### config.mk
export PLATFORM = sky130hd
export DESIGN_NAME = parity_frame_unit
export DESIGN_NICKNAME = d
export VERILOG_FILES = /design/src/rtl/parity_pkg.sv /design/src/rtl/sat_counter.sv /design/src/rtl/parity_frame_unit.sv
export SDC_FILE = /design/constraint.sdc
export NUM_CORES = 1
export LEC_CHECK = 0
export BUFFER_PORTS_ARGS = -buffer_cell sky130_fd_sc_hd__buf_4
export CORE_MARGIN = 2
export CORE_UTILIZATION = 52
export DETAILED_ROUTE_END_ITERATION = 10
export PLACE_DENSITY = 0.88
export SYNTH_ARGS = -nofsm -noshare
export SYNTH_HDL_FRONTEND = slang
export SYNTH_HIERARCHICAL = 1
export SYNTH_SLANG_ARGS = --single-unit
### constraint.sdc
create_clock -name clk -period 2.53 [get_ports clk]
set_clock_uncertainty 0.05 [all_clocks]
set_input_delay 0 -clock clk [delete_from_list [all_inputs] [get_ports clk]]
set_output_delay 0 -clock clk [all_outputs]
set_load 0.05 [all_outputs]
### src/rtl/parity_pkg.sv
// Shared types and helpers for the framed parity
// generator/checker.
package parity_pkg;

  typedef enum logic {
    ACC = 1'b0,
    CHK = 1'b1
  } state_e;

  localparam logic PAR_EVEN = 1'b0;
  localparam logic PAR_ODD  = 1'b1;

  function automatic int cnt_w(input int n);
    return $clog2(n + 1);
  endfunction

endpackage

### src/rtl/sat_counter.sv
// Up-counter that sticks at all-ones
// instead of wrapping.
module sat_counter #(
  parameter int W = 8
) (
  input  logic         clk,
  input  logic         rst,
  input  logic         inc,
  input  logic         clear,
  output logic [W-1:0] cnt
);

  always_ff @(posedge clk or posedge rst) begin
    if (rst) begin
      cnt <= '0;
    end else if (clear) begin
      cnt <= '0;
    end else if (inc && !(&cnt)) begin
      cnt <= cnt + 1'b1;
    end
  end

endmodule

### src/rtl/parity_frame_unit.sv
// Framed XOR parity generator/checker with
// trailing parity beat and error counter.
module parity_frame_unit
  import parity_pkg::*;
#(
  parameter int WIDTH       = 1,
  parameter int FRAME_BEATS = 8,
  parameter bit ODD_PARITY  = PAR_EVEN,
  parameter int ERR_CNT_W   = 8
) (
  input  logic                          clk,
  input  logic                          rst,
  input  logic                          in_valid,
  input  logic [WIDTH-1:0]              in_data,
  input  logic                          in_last,
  input  logic                          chk_en,
  output logic                          z,
  output logic                          par_valid,
  output logic                          par_bit,
  output logic                          err,
  output logic [ERR_CNT_W-1:0]          err_cnt,
  output logic [cnt_w(FRAME_BEATS)-1:0] beat_cnt
);

  localparam int BW = cnt_w(FRAME_BEATS);
  localparam logic [BW-1:0] LAST_IDX = BW'(FRAME_BEATS - 1);

  state_e        state_q, state_d;
  logic          acc_q, acc_d;
  logic [BW-1:0] bcnt_q, bcnt_d;
  logic          mode_q, mode_d;
  logic          pv_q, pv_d;
  logic          pb_q, pb_d;
  logic          err_q, err_d;

  logic acc_nx;
  logic first;
  logic mode_eff;
  logic end_beat;
  logic expected;

  assign acc_nx   = acc_q ^ (^in_data);
  assign first    = (bcnt_q == '0);
  assign mode_eff = first ? chk_en : mode_q;
  assign end_beat = in_last || (bcnt_q == LAST_IDX);
  assign expected = acc_q ^ ODD_PARITY;

  always_ff @(posedge clk or posedge rst) begin
    if (rst) begin
      state_q <= ACC;
    end else begin
      state_q <= state_d;
    end
  end

  always_ff @(posedge clk or posedge rst) begin
    if (rst) begin
      acc_q  <= 1'b0;
      bcnt_q <= '0;
      mode_q <= 1'b0;
      pv_q   <= 1'b0;
      pb_q   <= 1'b0;
      err_q  <= 1'b0;
    end else begin
      acc_q  <= acc_d;
      bcnt_q <= bcnt_d;
      mode_q <= mode_d;
      pv_q   <= pv_d;
      pb_q   <= pb_d;
      err_q  <= err_d;
    end
  end

  always_comb begin
    state_d = state_q;
    acc_d   = acc_q;
    bcnt_d  = bcnt_q;
    mode_d  = mode_q;
    pv_d    = 1'b0;
    pb_d    = pb_q;
    err_d   = 1'b0;
    if (in_valid) begin
      unique case (state_q)
        ACC: begin
          if (first) mode_d = chk_en;
          if (end_beat) begin
            bcnt_d = '0;
            if (mode_eff) begin
              // keep the frame parity for the CHK beat
              acc_d   = acc_nx;
              state_d = CHK;
            end else begin
              pv_d  = 1'b1;
              pb_d  = acc_nx ^ ODD_PARITY;
              acc_d = 1'b0;
            end
          end else begin
            acc_d  = acc_nx;
            bcnt_d = bcnt_q + 1'b1;
          end
        end
        CHK: begin
          pv_d    = 1'b1;
          pb_d    = expected;
          err_d   = (in_data[0] != expected);
          acc_d   = 1'b0;
          state_d = ACC;
        end
        default: ;
      endcase
    end
  end

  sat_counter #(
    .W(ERR_CNT_W)
  ) u_err_cnt (
    .clk  (clk),
    .rst  (rst),
    .inc  (err_d),
    .clear(1'b0),
    .cnt  (err_cnt)
  );

  assign z         = acc_q ^ ODD_PARITY;
  assign par_valid = pv_q;
  assign par_bit   = pb_q;
  assign err       = err_q;
  assign beat_cnt  = bcnt_q;

endmodule
==> results by group, run 1 <==
Routing
  • DR vias: 909
  • Routed wire length: 2.123 mm
  • Post-DR wirelength/cell: between 10 and 15 um
  • Drt initial violations: 15
  • Post-route ant nets: 0
  • Vias per cell: 5.865
  • Pre-antenna DRT Iters: 4
  • DRC: 0

CTS
  • Clock slew at reported path FFs: between 0.1 and 0.15 ns
  • H-Tree Level Count: 1
  • CTS tree: yes
  • Max Root-Sink Buffers: 2
  • Root Buffer: clkbuf_4
  • CTS Sinks: 18
  • Resize count post-CTS: 0
  • CTS buffer count: 3
  • Skew-Pair Late Insertion Delay: about 0.30 ns

Floorplan
  • Die Wd: just under 50 um
  • Core area: 1783 um^2
  • Std-Cell Rows: 15
  • Die H: slightly below 50 um
  • Initial core utilization: roughly 56%
  • Die Footprint: 2305 um^2
  • IO Count: 22

Critical path
  • Worst setup SP type: flop
  • R2r endpoint: par_bit
  • Worst Path Buf+Inv: 1
  • Critical path, cell by cell: inv_1 -> ha_1 -> or3b_4 -> o31ai_4 -> nor4_1 -> a311o_1
  • Critical Path End Type: flop
  • Worst reg2reg setup slack: between 0.6 and 0.7 ns
  • Worst reg2reg path depth: 6
  • Worst r2r src: beat_cnt[0]
  • Arr. time, crit path: between 1.5 and 2 ns
  • WP data required: 2.67 ns
  • Setup CP Type: flop to flop
  • Crit path max-delay family: compound AO/OA/AOI/OAI gates
  • Slowest stage delay, CP: about 0.44 ns
  • Slowest CP cell: dfrtp_1
  • Max FO, Critical Path: 6

Yosys
  • Compound-Gate Fraction of Synth Area: 18.51%
  • Netlist cell types: 37
  • Post-Synth XOR/XNOR Area: 0.8696%
  • Seq cells post-synth: 18
  • Syn Area/Cell: between 9 and 10 um^2
  • Fraction of registers with async set/reset: 100.0%
  • YS warnings: 6
  • Post-synthesis sequential area ratio: around 45%
  • Cells after synthesis: about 100
  • Largest family of logic cells by synthesized area: simple AND/OR/NAND/NOR gates
  • Mux cell area share after synthesis: under 10%
  • Mapped Area: between 1000 and 1500 um^2
  • Synth Area in Simple Gates: approximately 25%
  • Main synth FF type: dfrtp_1
  • EDFF count, synth: 0
  • Post-Syn Nets: about 110
  • Post-Synth Adder-Cell Area: under 10%

Timing
  • Final Cycle Share: 72.97%
  • Fin crit period: 1.846 ns
  • Fmax: around 0.54 GHz
  • Max Slew Vio Count: 0
  • Worst setup margin: just under 0.7 ns
  • Unrepaired setup endpoints after global routing: no
  • Final setup violation count: 0
  • Sum Neg Setup Slack: 0 ns
  • Final number of hold-violating endpoints: 0

Global route
  • Initial antenna violation count: 0
  • Largest net degree at the start of global routing: 11
  • Total grt overflow: 0
  • First-pass GRT wire length: about 3.5 mm
  • Vias in the first global route: 830
  • Total Routing Usage GR: roughly 22%

Final layout
  • N_diodes: 0
  • Commonest non-fill, non-tap cell in the layout: buf_4
  • Most frequent cells in the layout: 21 x buf_4, 18 x dfrtp_1, 10 x inv_1
  • Number of fill cells: about 150
  • Nets@finish: 140
  • Syn-to-layout area delta: 23.60%
  • Layout cells sized above 1: 23.85%

Run
  • Max-cap violations: 0

Hold path
  • Worst-case hold path end point: mode_q
  • Hold_sp: chk_en
  • Type of the worst min-delay path: input pin to flop
  • Hold depth: 3

Pwr
  • PD cells: about 900 nW/um^2
  • Leakage power: between 0.5 and 0.6 nW
  • Worst vdd ir: 0.0006314 V
  • Final Power: about 1.1 mW

Outcome
  • Run status: finished, final reports clean

Place
  • IO buf count: 21
  • Setup WS pre-CTS: between 0.6 and 0.7 ns
  • Routability cong.: between 0.8 and 0.9
  • Detailed Place HPWL: between 1.5 and 2 mm
## worst min-delay path, stage by stage
cell	delay, ns
buf_4	0.11
inv_1	0.12
o31ai_1	0.10
## final cells by class
| class | instances | area, um^2 | area share (%) |
|---|---|---|---|
| timing repair buffer | 23 | 177.7 | 14.27 |
| inverter | 10 | 37.54 | 3.015 |
| clock buffer | 4 | 36.28 | 2.915 |
| tap | 25 | 31.28 | 2.513 |
| sequential | 18 | 450.4 | 36.18 |
| multi-input combinational | 75 | 511.7 | 41.11 |
## through the flow
stage,instances,hold slack (ns),instance area (um^2),util [%]
floorplan,104,-0.2343,1007,-
global placement,149,-0.06711,1189,66.67
detailed placement,149,-0.06700,1189,66.67
CTS,155,0.002828,1245,69.82
global route,155,0.01597,1245,69.82
finish,155,0.005228,1245,69.82
## report_power, final
group | switching (mW) | internal [mW]
registers | 0.0662 | 0.345
clock network | 0.0927 | 0.0878
logic | 0.319 | 0.181
## sequential cells by signal, indices dropped and copies added, names as in the netlist
signal / cells
beat_cnt: 4
err: 1
mode_q: 1
par_bit: 1
par_valid: 1
state_q: 1
u_err_cnt/cnt: 8
z: 1
## worst max path at each step
stage,from,endpoint,slack [ns],cells past startpoint
4_1_cts,z,u_err_cnt/cnt[7],0.69,5
5_1_grt,z,u_err_cnt/cnt[7],0.59,5
6_report,beat_cnt[0],par_bit,0.68,6
3_5_place_dp,beat_cnt[1],par_bit,0.69,6
2_1_floorplan,beat_cnt[0],par_bit,0.53,6
3_3_place_gp,beat_cnt[0],par_bit,0.73,6
## Yosys cell counts (all sizes together), types with 2 or more instances
cell type | instances | area, um^2
nand4 | 2 | 18.77
a211oi | 2 | 15.01
dfrtp | 18 | 450.4
nand3 | 3 | 15.01
nor3 | 5 | 25.02
o22ai | 2 | 12.51
nor2b | 3 | 18.77
o31ai | 3 | 36.28
inv | 10 | 37.54
o21ai | 6 | 30.03
ha | 3 | 37.54
nand2 | 4 | 15.01
and3 | 5 | 31.28
a31oi | 2 | 12.51
nor4 | 3 | 18.77
nor2 | 5 | 18.77
a21oi | 7 | 35.03
nand2b | 4 | 25.02
## kinds of logic after synthesis
logic type / Yosys count
AO/OA/AOI/OAI: 27
XOR/XNOR: 1
adder cells (fa/ha/maj): 3
buffers and inverters: 11
flip-flops: 18
multiplexers: 2
other: 1
AND/OR/NAND/NOR: 41
## metal layers
metal / global-route usage (%) / wire (um) / up-vias
li1: - / - / 436
met4: 4.865 / 10 / 0
met2: 37.33 / 1094 / 23
met1: 26.44 / 912 / 448
met5: 0 / 0 / -
met3: 6.792 / 106 / 2
## repair_timing
item | 4_1_cts | 5_1_grt
setup buffers | 0 | 0
hold buffers | 2 | 0
endpoints found under the hold margin | 21 | 0
Power figures use the tool's default switching activity.
==> inputs of run 2 (changes only) <==
- ABC_AREA: not set -> 1
- CORE_ASPECT_RATIO: not set -> 1.5
- clock period: 2.53 -> 1.8 ns (I/O delays scaled with it)
==> results by group, run 2 <==
Yosys
  • EDFF count, synth: 0
  • Top post-synthesis cells by area: dfrtp_1 44%, nand2_1 12%, nand3_1 8.3%
  • Seq cells post-synth: 18
  • YS warnings: 6
  • Most common cell in the netlist: nand2_1
  • Post-synthesis sequential area ratio: between 40% and 50%
  • Mapped Area: 1023 um^2
  • Fraction of registers with async set/reset: between 90% and 100%
  • Area leader, netlist: dfrtp_1
  • Cells after synthesis: ~140
  • Yosys top cell area share: 44.01%
  • Post-synth top cells: 33 x nand2_1, 22 x inv_1, 18 x dfrtp_1
  • Syn Area/Cell: 7.471 um^2
  • Main synth FF type: dfrtp_1
  • Netlist cell types: 21

Routing
  • DR vias: between 900 and 1,000
  • Vias per cell: ~5.1
  • Post-DR wirelength/cell: roughly 11 um
  • Drt initial violations: 18
  • Post-route ant nets: 0
  • Routed wire length: between 2 and 2.5 mm
  • DRC: 0
  • Pre-antenna DRT Iters: 4

Critical path
  • Arr. time, crit path: roughly 1.7 ns
  • Worst reg2reg path depth: 8
  • WP data required: approximately 2.0 ns
  • Critical Path End Type: flop
  • Max FO, Critical Path: 5
  • Worst r2r src: z
  • Worst setup SP type: flop
  • Setup CP Type: flop to flop
  • Worst reg2reg setup slack: approximately 0.32 ns
  • R2r endpoint: u_err_cnt/cnt[6]

CTS
  • H-Tree Level Count: 1
  • Skew-Pair Late Insertion Delay: around 0.29 ns
  • CTS Sinks: 18
  • CTS buffer count: 3
  • Root Buffer: clkbuf_4
  • Max Root-Sink Buffers: 2
  • Post-CTS setup buffers: 0
  • CTS tree: yes
  • Clock slew at reported path FFs: 0.11 ns

Timing
  • Unrepaired setup endpoints after global routing: no
  • Final setup violation count: 0
  • Fmax: ~0.68 GHz
  • Sum Neg Setup Slack: 0 ns
  • Final Cycle Share: a little over 80%
  • Fin crit period: roughly 1.5 ns
  • Final number of hold-violating endpoints: 0
  • Min Hold Slack: 0.05786 ns
  • Max Slew Vio Count: 0

Pwr
  • Clock power frac: between 10% and 20%
  • Flop pwr share: 36.6%
  • Sw Pwr: ~0.73 mW
  • Switching Share: 46.33%
  • Leakage power: between 0.6 and 0.7 nW
  • Combinational share of power: between 40% and 50%
  • PD cells: around 1200 nW/um^2
  • Worst vdd ir: about 0.00073 V
  • Pint: approximately 0.85 mW

Final layout
  • Max reg flops: 8
  • Biggest register: u_err_cnt/cnt
  • Nets@finish: approximately 180
  • Commonest non-fill, non-tap cell in the layout: nand2_1
  • Most frequent cells in the layout: 33 x nand2_1, 22 x inv_1, 21 x buf_4
  • Layout cells sized above 1: between 20 and 25%
  • Fin area: roughly 1300 um^2
  • Syn-to-layout area delta: 26.28%
  • N_diodes: 0
  • Number of fill cells: about 160

Floorplan
  • Die Footprint: 2347 um^2
  • IO Count: 22
  • Std-Cell Rows: 19
  • Die H: 58.34 um
  • Die Wd: 40.23 um
  • Initial core utilization: roughly 55%
  • Core area: roughly 1900 um^2

Hold path
  • Type of the worst min-delay path: input pin to flop
  • Worst-case hold path end point: state_q
  • Hold depth: 5
  • Hold_sp: chk_en

Place
  • Routability cong.: 0.8101
  • IO buf count: 21
  • Placed standard-cell area: roughly 1200 um^2
  • Detailed Place HPWL: about 1.7 mm

Global route
  • Vias in the first global route: 885
  • Total grt overflow: 0
  • First-pass GRT wire length: around 3.6 mm
  • Largest net degree at the start of global routing: 11
  • Total Routing Usage GR: between 20% and 30%
  • Initial antenna violation count: 0

Outcome
  • Run status: finished, final reports clean

Run
  • Max-cap violations: 0
## run 2: worst max-delay path by stage
stage | slack (ns) | to | cells after the start | from
after global routing | 0.15 | u_err_cnt/cnt[0] | 8 | z
final | 0.32 | u_err_cnt/cnt[6] | 8 | z
after CTS | 0.17 | u_err_cnt/cnt[6] | 8 | z
after detailed placement | 0.20 | u_err_cnt/cnt[6] | 8 | z
after floorplan | 0.11 | u_err_cnt/cnt[0] | 8 | z
after global placement | 0.31 | u_err_cnt/cnt[6] | 8 | z
## run 2: critical path, cell delays in order (launching register included)
cell	delay, ns
dfrtp_1	0.40
inv_1	0.06
nand2_1	0.07
nand3_1	0.06
nor2_1	0.23
inv_1	0.12
a21oi_2	0.23
nand3_1	0.11
o21ai_1	0.08
## run 2: power by group through the flow
stage / clock (mW) / sequential, mW / combinational [mW]
after floorplan: 0 / 0.821 / 0.306
after global placement: 0 / 0.581 / 0.730
after detailed placement: 0 / 0.587 / 0.745
after CTS: 0.255 / 0.579 / 0.753
after global routing: 0.269 / 0.594 / 0.830
final: 0.246 / 0.578 / 0.754
## run 2: cell families (layout without fill, tap and decap cells)
| family | Yosys count | after routing | share of synthesized area [%] |
|---|---|---|---|
| other | 1 | 5 | 0.3664 |
| adders and majority gates | 3 | 3 | 3.668 |
| xor gates and xnor gates | 2 | 2 | 1.712 |
| DFF | 18 | 18 | 44.01 |
| buffers and inverters | 25 | 53 | 9.291 |
| AOI/OAI and AO/OA | 15 | 15 | 7.457 |
| and+or+nand+nor | 73 | 73 | 33.50 |
## run 2: cell type report
class	count	area (um^2)	area share, %
multi-input combinational	98	496.7	38.43
sequential	18	450.4	34.85
timing repair buffer	24	187.7	14.52
inverter	25	95.09	7.357
clock buffer	4	36.28	2.807
tap	21	26.28	2.033
## run 2: layer usage
metal,track usage (%),vias to the layer above,wire [um]
li1,-,487,-
met5,0,-,0
met3,2.264,2,94
met4,10.00,0,23
met1,24.18,449,858
met2,39.40,25,1184
## run 2: metrics by stage
step | instances | utilization [%] | total power, mW | setup WS (ns)
finish | 190 | 69.70 | 1.578 | 0.3188
global route | 190 | 69.70 | 1.692 | 0.1465
CTS | 190 | 69.50 | 1.587 | 0.1733
detailed placement | 183 | 65.92 | 1.332 | 0.2035
global placement | 183 | 65.92 | 1.311 | 0.3082
floorplan | 141 | - | 1.126 | 0.1092
## run 2: timing repair
| action | in CTS | in global routing |
|---|---|---|
| hold endpoints to repair | 23 | 0 |
| setup endpoints to repair | 0 | 2 |
| gates resized for setup | 0 | 1 |
| hold buffers | 3 | 0 |
==> inputs of run 3 (changes only) <==
- clock period: 1.8 -> 1.46 ns (I/O delays scaled with it)
==> results by group, run 3 (synthesis gave the netlist of run 2 again) <==
Routing
  • Post-route ant nets: 0
  • Post-DR wirelength/cell: approximately 12 um
  • Met3 wire length: 89 um
  • Met2 wire len: roughly 1.3 mm
  • Met1 wire length: between 800 and 900 um
  • DR vias: approximately 980
  • Routed wire length: between 2 and 2.5 mm
  • Vias per cell: between 5 and 6
  • DRC: 0
  • Pre-antenna DRT Iters: 4
  • Max Used Layer: met4
  • Drt initial violations: 46

Floorplan
  • IO Count: 22
  • Initial core utilization: a little under three fifths
  • Core area: 1854 um^2
  • Std-Cell Rows: 19
  • Die Footprint: 2347 um^2
  • Die H: between 50 and 60 um
  • Die Wd: between 40 and 50 um

Critical path
  • Critical path, cell by cell: nand2_1 -> nand3_1 -> nor2_2 -> inv_1 -> a21oi_4 -> nand3_1 -> o21ai_1
  • Worst Path Buf+Inv: 1
  • Most common cell on crit path: nand3_1
  • Critical Path End Type: flop
  • Arr. time, crit path: ~1.6 ns
  • Max FO, Critical Path: 5
  • Setup CP Type: flop to flop
  • Crit path max-delay family: flip-flops
  • Slowest CP cell: dfrtp_2
  • Worst setup SP type: flop
  • Slowest stage delay, CP: 0.44 ns
  • WP data required: 1.62 ns

Place
  • IO buf count: 21
  • DP Cell Count: 185
  • Routability cong.: between 0.7 and 0.8
  • Detailed Place HPWL: between 1.5 and 2 mm
  • Setup WS pre-CTS: -0.02196 ns

Pwr
  • Leakage power: 0.7120 nW
  • Worst vdd ir: about 0.00078 V
  • PD cells: 1487 nW/um^2

Global route
  • Total Routing Usage GR: 21.86%
  • First-pass GRT wire length: ~3.6 mm
  • Largest net degree at the start of global routing: 11
  • Initial antenna violation count: 0
  • Vias in the first global route: 893
  • Total grt overflow: 0

Timing
  • Unrepaired setup endpoints after global routing: no
  • Final number of hold-violating endpoints: 0
  • Fmax: ~0.72 GHz
  • Fin crit period: around 1.4 ns
  • Final setup violation count: 0
  • Final Cycle Share: ~95%
  • Min Hold Slack: ~0.061 ns
  • Worst setup margin: 0.06595 ns
  • Max Slew Vio Count: 0
  • Sum Neg Setup Slack: 0 ns

Final layout
  • Biggest register: u_err_cnt/cnt
  • Syn-to-layout area delta: 32.03%
  • Nets@finish: about 180
  • Layout cells sized above 1: 29.07%
  • N_diodes: 0
  • Finished Layout Cells: between 150 and 200
  • Commonest non-fill, non-tap cell in the layout: nand2_1
  • Most frequent cells in the layout: 33 x nand2_1, 25 x buf_4, 21 x inv_1
  • Max reg flops: 8

Run
  • Max-cap violations: 0

CTS
  • Max Root-Sink Buffers: 2
  • CTS Sinks: 18
  • Clock slew at reported path FFs: ~0.10 ns
  • H-Tree Level Count: 1
  • Skew-Pair Late Insertion Delay: ~0.3 ns
  • CTS tree: yes
  • Root Buffer: clkbuf_4
  • CTS buffer count: 3

Outcome
  • Run status: finished, final reports clean

Hold path
  • Type of the worst min-delay path: input pin to flop
-- run 3: where the power goes --
group | internal, mW | switching, mW | leakage (nW)
logic | 0.312 | 0.684 | 0.456
clock network | 0.152 | 0.152 | 0.0210
registers | 0.619 | 0.0899 | 0.235
-- run 3: final timing paths --
kind | from | endpoint | slack (ns) | cells past startpoint
worst max-delay path | z | u_err_cnt/cnt[0] | 0.07 | 7
worst min-delay path | in_last | par_bit | 0.06 | 5
worst max register to register | z | u_err_cnt/cnt[0] | 0.07 | 7
worst min register to register | par_bit | par_bit | 0.43 | 2
max in group asynchronous | rst | beat_cnt[1] | 0.86 | 3
min in group asynchronous | rst | u_err_cnt/cnt[7] | 0.16 | 3
-- run 3: repair_timing --
item                       4_1_cts  5_1_grt
hold endpoints to repair        22        0
setup endpoints to repair        5        7
resized for setup                2        3
hold buffers                     2        0
buffers inserted                 0        2
-- run 3: metrics by stage --
step | power, mW | utilization (%) | instance area [um^2]
floorplan | 1.404 | - | 1061
global placement | 1.662 | 67.95 | 1260
detailed placement | 1.701 | 67.95 | 1260
CTS | 2.021 | 71.53 | 1326
global route | 2.139 | 72.87 | 1351
finish | 2.010 | 72.87 | 1351
-- run 3: final cells by class --
type / count / area (um^2)
Clock buffer: 4 / 36.28
Fill cell: 146 / 503.0
Inverter: 25 / 95.09
Multi-Input combinational cell: 98 / 529.3
Sequential cell: 18 / 456.7
Tap cell: 21 / 26.28
Timing Repair Buffer: 27 / 207.7
-- run 3: worst register-to-register path, stage by stage, from the launching register on --
cell and delay, ns:
dfrtp_2 0.44, nand2_1 0.08, nand3_1 0.09, nor2_2 0.16, inv_1 0.11, a21oi_4 0.20, nand3_1 0.09, o21ai_1 0.09
-- run 3: routing by layer --
| metal | GRT usage (%) | vias to the layer above |
|---|---|---|
| li1 | - | 494 |
| met1 | 21.50 | 456 |
| met2 | 41.47 | 27 |
| met3 | 2.264 | 7 |
| met4 | 10.48 | 0 |
| met5 | 0 | - |
